--- src/rtl/gpu_issue_pkg.sv ---
// Shared issue/dispatch definitions: warp and unit sizing, the functional-unit
// state encoding and the completion entry carried back to the issue side.
package gpu_issue_pkg;

    localparam int W     = 32;
    localparam int U     = 6;
    localparam int WID   = $clog2(W);
    localparam int LAT_W = 4;

    typedef enum logic [1:0] {
        ST_IDLE = 2'd0,
        ST_EXEC = 2'd1,
        ST_DONE = 2'd2
    } unit_state_e;

    typedef struct packed {
        logic [WID-1:0] warp_id;
        logic [U-1:0]   unit;
    } cpl_entry_t;

    // True when exactly one bit of the unit vector is set.
    function automatic logic is_onehot(input logic [U-1:0] v);
        return (v != '0) && ((v & (v - U'(1))) == '0);
    endfunction

    // A programmed latency of zero still needs one execute cycle.
    function automatic logic [LAT_W-1:0] eff_lat(input logic [LAT_W-1:0] l);
        return (l == '0) ? LAT_W'(1) : l;
    endfunction

endpackage

--- src/rtl/fu_dispatch_receiver_rr_push_arb.sv ---
// Round-robin grant among N requesters. The search starts at the priority
// pointer; after a grant the pointer moves to the slot after the winner.
module rr_push_arb #(
    parameter int N = 6
) (
    input  logic         clk,
    input  logic         rst,
    input  logic         en,
    input  logic [N-1:0] req,
    output logic [N-1:0] gnt
);
    localparam int IW = (N > 1) ? $clog2(N) : 1;

    logic [IW-1:0] ptr_q, ptr_d;

    // First requester at or after the pointer wins, wrapping past N-1.
    always_comb begin
        int   idx;
        logic found;
        gnt   = '0;
        ptr_d = ptr_q;
        found = 1'b0;
        idx   = 0;
        if (en) begin
            for (int k = 0; k < N; k++) begin
                idx = (int'(ptr_q) + k) % N;
                if (!found && req[idx]) begin
                    found    = 1'b1;
                    gnt[idx] = 1'b1;
                    ptr_d    = IW'((idx + 1) % N);
                end
            end
        end
    end

    // Priority pointer register.
    always_ff @(posedge clk or negedge rst) begin
        if (!rst) ptr_q <= '0;
        else      ptr_q <= ptr_d;
    end

endmodule

--- src/rtl/fu_dispatch_receiver.sv ---
// Functional-unit side of the warp dispatch interface. Each unit runs an
// IDLE/EXEC/DONE FSM with a fixed programmable latency; finished units are
// arbitrated round-robin into a completion queue drained by a valid/ready
// writeback port that also releases the warp's scoreboard bit.
// Optional: define CQ_BYPASS_EN to let a granted completion skip an empty
// queue and appear on the writeback port in the same cycle.
module fu_dispatch_receiver
    import gpu_issue_pkg::*;
#(
    parameter int CQ_DEPTH = 8
) (
    input  logic               clk,
    input  logic               rst,
    input  logic               disp_valid,
    input  logic [WID-1:0]     disp_warp_id,
    input  logic [U-1:0]       disp_unit,
    input  logic [U*LAT_W-1:0] unit_lat,
    output logic [U-1:0]       unit_avail,
    output logic               disp_err,
    output logic               wb_valid,
    input  logic               wb_ready,
    output logic [WID-1:0]     wb_warp_id,
    output logic [U-1:0]       wb_unit,
    output logic [W-1:0]       sb_release,
    output logic               cq_full
);
    localparam int PW    = $clog2(CQ_DEPTH);
    localparam int CNT_W = PW + 1;

    unit_state_e      state_q [U];
    unit_state_e      state_d [U];
    logic [LAT_W-1:0] cnt_q   [U];
    logic [LAT_W-1:0] cnt_d   [U];
    logic [WID-1:0]   wid_q   [U];
    logic [WID-1:0]   wid_d   [U];

    logic [U-1:0]     accept;
    logic [U-1:0]     done_req;
    logic [U-1:0]     gnt;
    logic             disp_err_q, disp_err_d;

    cpl_entry_t       mem_q [CQ_DEPTH];
    logic [PW-1:0]    wr_ptr_q, rd_ptr_q;
    logic [CNT_W-1:0] count_q;
    logic             full, empty, push, q_pop, grant_en, hs;
    cpl_entry_t       gnt_entry, wb_entry;

    // Decode the dispatch: accepted only if one-hot and aimed at an idle unit.
    always_comb begin
        accept = '0;
        if (disp_valid && is_onehot(disp_unit)) accept = disp_unit & unit_avail;
        disp_err_d = disp_valid && (accept == '0);
    end

    // Per-unit next-state and counter logic.
    always_comb begin
        for (int u = 0; u < U; u++) begin
            state_d[u] = state_q[u];
            cnt_d[u]   = cnt_q[u];
            wid_d[u]   = wid_q[u];
            case (state_q[u])
                ST_IDLE: begin
                    if (accept[u]) begin
                        state_d[u] = ST_EXEC;
                        cnt_d[u]   = eff_lat(unit_lat[u*LAT_W +: LAT_W]);
                        wid_d[u]   = disp_warp_id;
                    end
                end
                ST_EXEC: begin
                    cnt_d[u] = cnt_q[u] - LAT_W'(1);
                    if (cnt_q[u] == LAT_W'(1)) state_d[u] = ST_DONE;
                end
                ST_DONE: begin
                    if (gnt[u]) state_d[u] = ST_IDLE;
                end
                default: state_d[u] = ST_IDLE;
            endcase
        end
    end

    // Per-unit state and counter registers.
    always_ff @(posedge clk or negedge rst) begin
        if (!rst) begin
            for (int u = 0; u < U; u++) begin
                state_q[u] <= ST_IDLE;
                cnt_q[u]   <= '0;
            end
        end else begin
            for (int u = 0; u < U; u++) begin
                state_q[u] <= state_d[u];
                cnt_q[u]   <= cnt_d[u];
            end
        end
    end

    // Captured warp ids are payload only; they are always rewritten on accept.
    always_ff @(posedge clk) begin
        for (int u = 0; u < U; u++) wid_q[u] <= wid_d[u];
    end

    // Per-unit outputs decoded from the registered state only.
    always_comb begin
        for (int u = 0; u < U; u++) begin
            unit_avail[u] = (state_q[u] == ST_IDLE);
            done_req[u]   = (state_q[u] == ST_DONE);
        end
    end

    // A full queue still accepts a push when the head leaves in the same cycle.
    assign full     = (count_q == CNT_W'(CQ_DEPTH));
    assign empty    = (count_q == '0);
    assign q_pop    = !empty && wb_ready;
    assign grant_en = !full || q_pop;
    assign cq_full  = full;

    rr_push_arb #(
        .N (U)
    ) u_arb (
        .clk (clk),
        .rst (rst),
        .en  (grant_en),
        .req (done_req),
        .gnt (gnt)
    );

    // Build the completion entry of the granted unit.
    always_comb begin
        gnt_entry.warp_id = '0;
        gnt_entry.unit    = gnt;
        for (int u = 0; u < U; u++) begin
            if (gnt[u]) gnt_entry.warp_id = gnt_entry.warp_id | wid_q[u];
        end
    end

    // Writeback source selection and queue push decision.
    always_comb begin
`ifdef CQ_BYPASS_EN
        wb_valid = !empty || (gnt != '0);
        wb_entry = empty ? gnt_entry : mem_q[rd_ptr_q];
        push     = (gnt != '0) && !(empty && wb_ready);
`else
        wb_valid = !empty;
        wb_entry = mem_q[rd_ptr_q];
        push     = (gnt != '0);
`endif
        wb_warp_id = wb_entry.warp_id;
        wb_unit    = wb_entry.unit;
        hs         = wb_valid && wb_ready;
        sb_release = hs ? (W'(1) << wb_warp_id) : '0;
    end

    // Queue pointers and occupancy; pointers wrap at the power-of-two depth.
    always_ff @(posedge clk or negedge rst) begin
        if (!rst) begin
            wr_ptr_q <= '0;
            rd_ptr_q <= '0;
            count_q  <= '0;
        end else begin
            if (push)  wr_ptr_q <= wr_ptr_q + PW'(1);
            if (q_pop) rd_ptr_q <= rd_ptr_q + PW'(1);
            case ({push, q_pop})
                2'b10:   count_q <= count_q + CNT_W'(1);
                2'b01:   count_q <= count_q - CNT_W'(1);
                default: count_q <= count_q;
            endcase
        end
    end

    // Queue storage.
    always_ff @(posedge clk) begin
        if (push) mem_q[wr_ptr_q] <= gnt_entry;
    end

    // Rejected-dispatch pulse, one cycle after the offending strobe.
    always_ff @(posedge clk or negedge rst) begin
        if (!rst) disp_err_q <= 1'b0;
        else      disp_err_q <= disp_err_d;
    end

    assign disp_err = disp_err_q;

endmodule

--- config.mk ---
export PLATFORM = sky130hd
export DESIGN_NAME = fu_dispatch_receiver
export DESIGN_NICKNAME = d
export VERILOG_FILES = /design/src/rtl/gpu_issue_pkg.sv /design/src/rtl/fu_dispatch_receiver_rr_push_arb.sv /design/src/rtl/fu_dispatch_receiver.sv
export SDC_FILE = /design/constraint.sdc
export NUM_CORES = 1
export LEC_CHECK = 0
export CELL_PAD_IN_SITES_DETAIL_PLACEMENT = 1
export CELL_PAD_IN_SITES_GLOBAL_PLACEMENT = 1
export CORE_MARGIN = 3
export CORE_UTILIZATION = 28
export CTS_CLUSTER_DIAMETER = 120
export DETAILED_ROUTE_END_ITERATION = 10
export PLACE_DENSITY = 0.58
export SETUP_SLACK_MARGIN = 0.05
export SYNTH_ARGS = -nofsm -noshare
export SYNTH_HDL_FRONTEND = slang
export SYNTH_SLANG_ARGS = --single-unit
--- constraint.sdc ---
create_clock -name clk -period 11.3 [get_ports clk]
set_input_delay 2.26 -clock clk [delete_from_list [all_inputs] [get_ports clk]]
set_output_delay 2.26 -clock clk [all_outputs]
set_load 0.05 [all_outputs]
==> flow_metrics.tcl, run 1 <==
set metrics [dict create \
    grt_util_met2_pct 27.0 \
    port_buffers 90 \
    rsz0062_at_grt "false" \
    syn_area_per_cell_um2 10.3 \
    syn_area_mm2 0.0108 \
    synth_edf_count 118 \
    cts_hold_buf 0 \
    setup_viol 0 \
    netlist_instances 1042 \
    critical_path.slowest_cell "xor2_1" \
    worstMarginPinSlew_ns 1.17 \
    num_antenna_cells 0 \
    status "finished clean" \
    clockRootBuffer "clkbuf_16" \
    synth_ff_type "edfxtp_1" \
    use_met1_pct 21.7 \
    skew_ns 0.0117 \
    nFillCells 4260 \
    cts_buffers 17 \
    grt_pass1_vias 9084 \
    async_flop_share_pct 29.8 \
    final_cell_mix "edfxtp_1, nor2_1, clkdlybuf4s50_1" \
    via_count 8759 \
    start_kind "register" \
    grt.total_usage_pct 15.9 \
    slew_headroom_pct 21.8 \
    via_per_inst 5.28 \
    synth_compound_area_share_pct 18.6 \
    drv_slew 0 \
    clkTransAtPathRegs_ns 0.07 \
    synth_top_family_by_area "compound AO/OA/AOI/OAI gates" \
    netlist-cell-type-count 95 \
    final_common_cell "edfxtp_1" \
    htreeDepth 4 \
    yosys-mux-area-fraction_pct 8.49 \
    yosysSeqAreaShare_pct 44.6 \
    hp-class "reg -> reg" \
    die_y_um 202 \
    period_share_pct 85.9 \
    drt_iter0_markers 564 \
    syn-num-nets 1125 \
    antenna_found_initial 0 \
    grt_max_degree 51 \
    cp_max_fo 12 \
    start_util_pct 28.5 \
    hpwlAfterDp_mm 24.5 \
    met3_usage_pct 2.22 \
    busiest_layer "met2" \
    critPathMaxStageDelay_ns 0.59 \
    worstPathRequired_ns 11.61 \
    path_class "reg -> reg" \
    cp.arrival_ns 10.02 \
    synth_adder_area_share_pct 5.28 \
    fin_tns_setup_ns 0 \
    crit_path_frequent_cell "ha_1" \
    clkLatencyLatePin_ns 0.43 \
    hold_viol 0 \
    antenna_left 0 \
    drive_gt1_share_pct 12.2 \
    cap_violations 0 \
    first_pass_iters 5 \
    pin_count 91 \
    place_congestion 0.888 \
    synth_xor_area_share_pct 2.19 \
    period_needed_ns 9.71 \
    fp-row-count 71 \
    timing.fmax_mhz 103 \
    syn_to_final_growth_pct 19.7 \
    fin_nets 1218 \
    cts_max_path_buffers 2 \
    postCtsResizedCells 0 \
    tritoncts "built" \
    grt_pass1_wl_mm 51.7 \
    ys_warn_count 0 \
    globalRouteOverflowTotal 0 \
    core_area_mm2 0.0378 \
    wirelength_mm 32.5 \
    cts_setup_buffers 0 \
    yosys.area_share.simple_pct 17.3 \
    die_w_um 202 \
    worstSetupEndpointType "register" \
    drc 0 \
    routedWlPerCell_um 19.6 \
    ys_seq_elements 168 \
    dieArea_mm2 0.0408 \
    cts.sinks 168 \
]
[metrics by stage]
| step | util (%) | setup slack [ns] | instance area, um^2 | std cells | hold WS, ns |
|---|---|---|---|---|---|
| finish | 34.1 | 1.59 | 12900 | 1659 | 0.480 |
| global route | 34.1 | 0.521 | 12900 | 1659 | 0.500 |
| CTS | 34.1 | 1.61 | 12900 | 1659 | 0.483 |
| detailed placement | 32.6 | 1.70 | 12300 | 1627 | 0.471 |
| global placement | 32.6 | 2.12 | 12300 | 1627 | 0.463 |
| floorplan | - | 3.22 | 10800 | 1042 | 0.448 |
[Yosys cell counts (5+ instances only)]
cell / count / share of area (%)
edfxtp_1: 118 / 33
nor2_1: 113 / 3.9
nand2_1: 75 / 2.6
o21ai_0: 57 / 2.7
inv_1: 52 / 1.8
dfrtp_1: 50 / 12
a21oi_1: 45 / 2.1
ha_1: 43 / 5.0
nor3_1: 38 / 1.8
nand2b_1: 30 / 1.7
nand3_1: 30 / 1.4
mux4_2: 23 / 4.8
clkbuf_1: 20 / 0.70
mux2_2: 20 / 2.1
mux2i_1: 17 / 1.6
a211oi_1: 16 / 1.1
o211ai_1: 15 / 1.0
xnor2_1: 14 / 1.1
a31oi_1: 12 / 0.70
or2_2: 12 / 0.70
nor2b_1: 11 / 0.64
xor2_1: 11 / 0.90
a222oi_1: 10 / 0.93
and3_1: 10 / 0.58
a221oi_1: 9 / 0.73
nor4_1: 9 / 0.52
buf_4: 8 / 0.56
o31ai_1: 8 / 0.56
or3_1: 8 / 0.47
a21o_1: 7 / 0.49
o21a_1: 7 / 0.49
a211o_1: 6 / 0.49
a22oi_1: 6 / 0.42
o22ai_1: 6 / 0.35
and2_1: 5 / 0.29
nand3b_1: 5 / 0.35
nor3b_1: 5 / 0.35
[logic make-up (layout without fill, tap and decap cells)]
family	after synthesis	in the layout
flip-flops	168	168
AO/OA/AOI/OAI	275	275
multiplexers	60	60
buffers and inverters	92	198
XOR/XNOR	26	26
adder cells (fa/ha/maj)	45	45
AND/OR/NAND/NOR	376	376
[area by class of cell]
type | count | area [um^2] | area share [%]
Multi-Input combinational cell | 782 | 5600 | 43.5
Inverter | 55 | 206 | 1.60
Tap cell | 511 | 639 | 4.97
Clock inverter | 14 | 148 | 1.15
Sequential cell | 168 | 4790 | 37.2
Clock buffer | 18 | 429 | 3.33
Timing Repair Buffer | 111 | 1050 | 8.18
[state kept, by name (all words and copies together) (netlist names)]
register	cells
count_q	4
u_arb.ptr_q	3
state_q	12
rd_ptr_q	3
cnt_q	24
wr_ptr_q	3
disp_err	1
mem_q	88
wid_q	30
[per-layer routing]
metal	share of wire [%]	vias to the layer above	routed length, um
met4	1.4	0	459
met1	47	4404	15400
li1	-	4163	-
met3	3.3	25	1060
met5	0	-	0
met2	48	167	15600
[critical path: cells and delay by family, from the launching register on]
family | cells | cell delay (ns)
buffers and inverters | 3 | 0.66
and+or+nand+nor | 9 | 1.97
AOI/OAI and AO/OA | 15 | 3.73
muxes | 2 | 0.69
adders and majority gates | 5 | 1.40
DFF | 1 | 0.55
xor gates and xnor gates | 1 | 0.59
[worst paths after layout]
| check | start | end | slack, ns | cells past startpoint |
|---|---|---|---|---|
| min in group asynchronous | rst | cnt_q[18]$_DFFE_PN0P_ | 1.97 | 2 |
| max | u_arb.ptr_q[1]$_DFFE_PN0P_ | u_arb.ptr_q[2]$_DFFE_PN0P_ | 1.59 | 35 |
| max reg2reg | u_arb.ptr_q[1]$_DFFE_PN0P_ | u_arb.ptr_q[2]$_DFFE_PN0P_ | 1.59 | 35 |
| max in group asynchronous | rst | rd_ptr_q[2]$_DFFE_PN0P_ | 8.82 | 2 |
| min | count_q[3]$_DFFE_PN0P_ | count_q[3]$_DFFE_PN0P_ | 0.48 | 1 |
| min reg2reg | count_q[3]$_DFFE_PN0P_ | count_q[3]$_DFFE_PN0P_ | 0.48 | 1 |
Power of run 1 is left out: the tool's default activity adds up to more than one toggle a clock period on the data nets, which glitch-free logic cannot reach.
==> inputs of run 2 (changes only) <==
- SKIP_CTS_REPAIR_TIMING: unset -> 1
==> results of run 2 <==
Same layout as run 1: the final DEF is identical, and so are final timing and power.
Power of run 2 is left out for the same reason.
==> inputs of run 3 (changes only) <==
- RECOVER_POWER: unset -> 25
==> run 3 against run 2 <==
The run now ends with max-capacitance violations, max-slew violations left; sequential share of layout area is essentially flat; non-clock buffer count unchanged; fmax is essentially flat; first-iteration DRC count is 0.35% higher; clock skew is essentially flat; setup slack got worse by 0.0023 ns; via count rose by 0.13%; global-route usage is the same; register-to-register slack is essentially flat; hold slack did not move; count of clock-buffer cells in the layout unchanged.
==> flow_metrics.tcl, run 3 (same netlist as run 1, synthesis figures left out) <==
set metrics [dict create \
    nFillCells 4259 \
    path_class "reg -> reg" \
    final_common_cell "edfxtp_1" \
    core_area_mm2 0.0378 \
    hp-class "reg -> reg" \
    drive_gt1_share_pct 12.1 \
    reg_top3 "mem_q: 88 flops, wid_q: 30 flops, cnt_q: 24 flops" \
    tritoncts "built" \
    start_util_pct 28.5 \
    cp_max_fo 12 \
    grt_pass1_vias 9084 \
    fin_tns_setup_ns 0 \
    cp.arrival_ns 10.02 \
    highest_layer "met4" \
    port_buffers 90 \
    period_needed_ns 9.71 \
    cts.sinks 168 \
    num_antenna_cells 0 \
    final_util_pct 34.1 \
    via_count 8770 \
    setup_viol 0 \
    cap_violations 1 \
    syn_to_final_growth_pct 19.7 \
    start_kind "register" \
    violations "max-capacitance violations, max-slew violations" \
    drc 0 \
    dieArea_mm2 0.0408 \
    grt_pass1_wl_mm 51.7 \
    place_congestion 0.888 \
    status "finished, violations left" \
    clockRootBuffer "clkbuf_16" \
    hpwlAfterDp_mm 24.5 \
    clkTransAtPathRegs_ns 0.07 \
    worstMarginPinSlew_ns 3.13 \
    drv_slew 51 \
    crit_path_frequent_cell "ha_1" \
    wl_met1_mm 15.4 \
    grt_max_degree 51 \
    globalRouteOverflowTotal 0 \
    worstSetupEndpointType "register" \
    largest_reg_flops 88 \
    via_per_inst 5.29 \
    wl_met2_mm 15.6 \
    fp-row-count 71 \
    period_share_pct 85.9 \
    htreeDepth 4 \
    antenna_left 0 \
    worstPathRequired_ns 11.61 \
    die_w_um 202 \
    critical_path.slowest_cell "xor2_1" \
    first_pass_iters 5 \
    timing.fmax_mhz 103 \
    drt_iter0_markers 566 \
    pin_count 91 \
    cts_buffers 17 \
    rsz0062_at_grt "false" \
    clkLatencyLatePin_ns 0.43 \
    slew_headroom_pct -109 \
    critPathMaxStageDelay_ns 0.59 \
    antenna_found_initial 0 \
    grt.total_usage_pct 15.9 \
    cts_max_path_buffers 2 \
    regMostFlops "mem_q" \
    final_cell_mix "edfxtp_1, nor2_1, nand2_1" \
    die_y_um 202 \
    wirelength_mm 32.5 \
    final_cells 1659 \
    post-place-cells 1627 \
    routedWlPerCell_um 19.6 \
    fin_nets 1218 \
    hold_viol 0 \
    holdWs_ns 0.480 \
    met3_length_mm 1.08 \
    skew_ns 0.0117 \
]
[run 3: layout make-up]
cell class	count	area (um^2)	area share, %
inverters	55	206	1.60
multi-input cells	782	5600	43.5
repair buffers	111	1050	8.16
flip-flops and latches	168	4790	37.3
clock inverters	14	148	1.15
well taps	511	639	4.97
clock buffers	18	429	3.33
[run 3: path summary, 6_finish.rpt]
kind | startpoint | slack (ns) | cells after the start | end
worst max-delay path | u_arb.ptr_q[1]$_DFFE_PN0P_ | 1.59 | 35 | u_arb.ptr_q[2]$_DFFE_PN0P_
worst min-delay path | count_q[3]$_DFFE_PN0P_ | 0.48 | 1 | count_q[3]$_DFFE_PN0P_
worst max register to register | u_arb.ptr_q[1]$_DFFE_PN0P_ | 1.59 | 35 | u_arb.ptr_q[2]$_DFFE_PN0P_
worst min register to register | count_q[3]$_DFFE_PN0P_ | 0.48 | 1 | count_q[3]$_DFFE_PN0P_
max in group asynchronous | rst | 6.56 | 2 | rd_ptr_q[2]$_DFFE_PN0P_
min in group asynchronous | rst | 2.95 | 2 | cnt_q[18]$_DFFE_PN0P_
[run 3: per-layer routing]
metal  track usage, %  vias up
li1                 -     4163
met1             21.7     4406
met2             27.0      176
met3             2.22       25
met4             3.81        0
met5                0        -
[run 3: metrics by stage]
step / area, um^2 / worst slack (ns)
3_3_place_gp: 12300 / 2.12
4_1_cts: 12900 / 1.61
5_1_grt: 12900 / 0.521
3_5_place_dp: 12300 / 1.70
2_1_floorplan: 10800 / 3.22
6_report: 12900 / 1.59
[run 3: critical path, delay by kind of cell, from the launching register on]
kind                     cells  cell delay (ns)
AO/OA/AOI/OAI               15             3.86
flip-flops                   1             0.55
buffers and inverters        3             0.66
adder cells (fa/ha/maj)      5             1.45
XOR/XNOR                     1             0.59
AND/OR/NAND/NOR              9             1.78
multiplexers                 2             0.69
Power of run 3 is left out for the same reason.
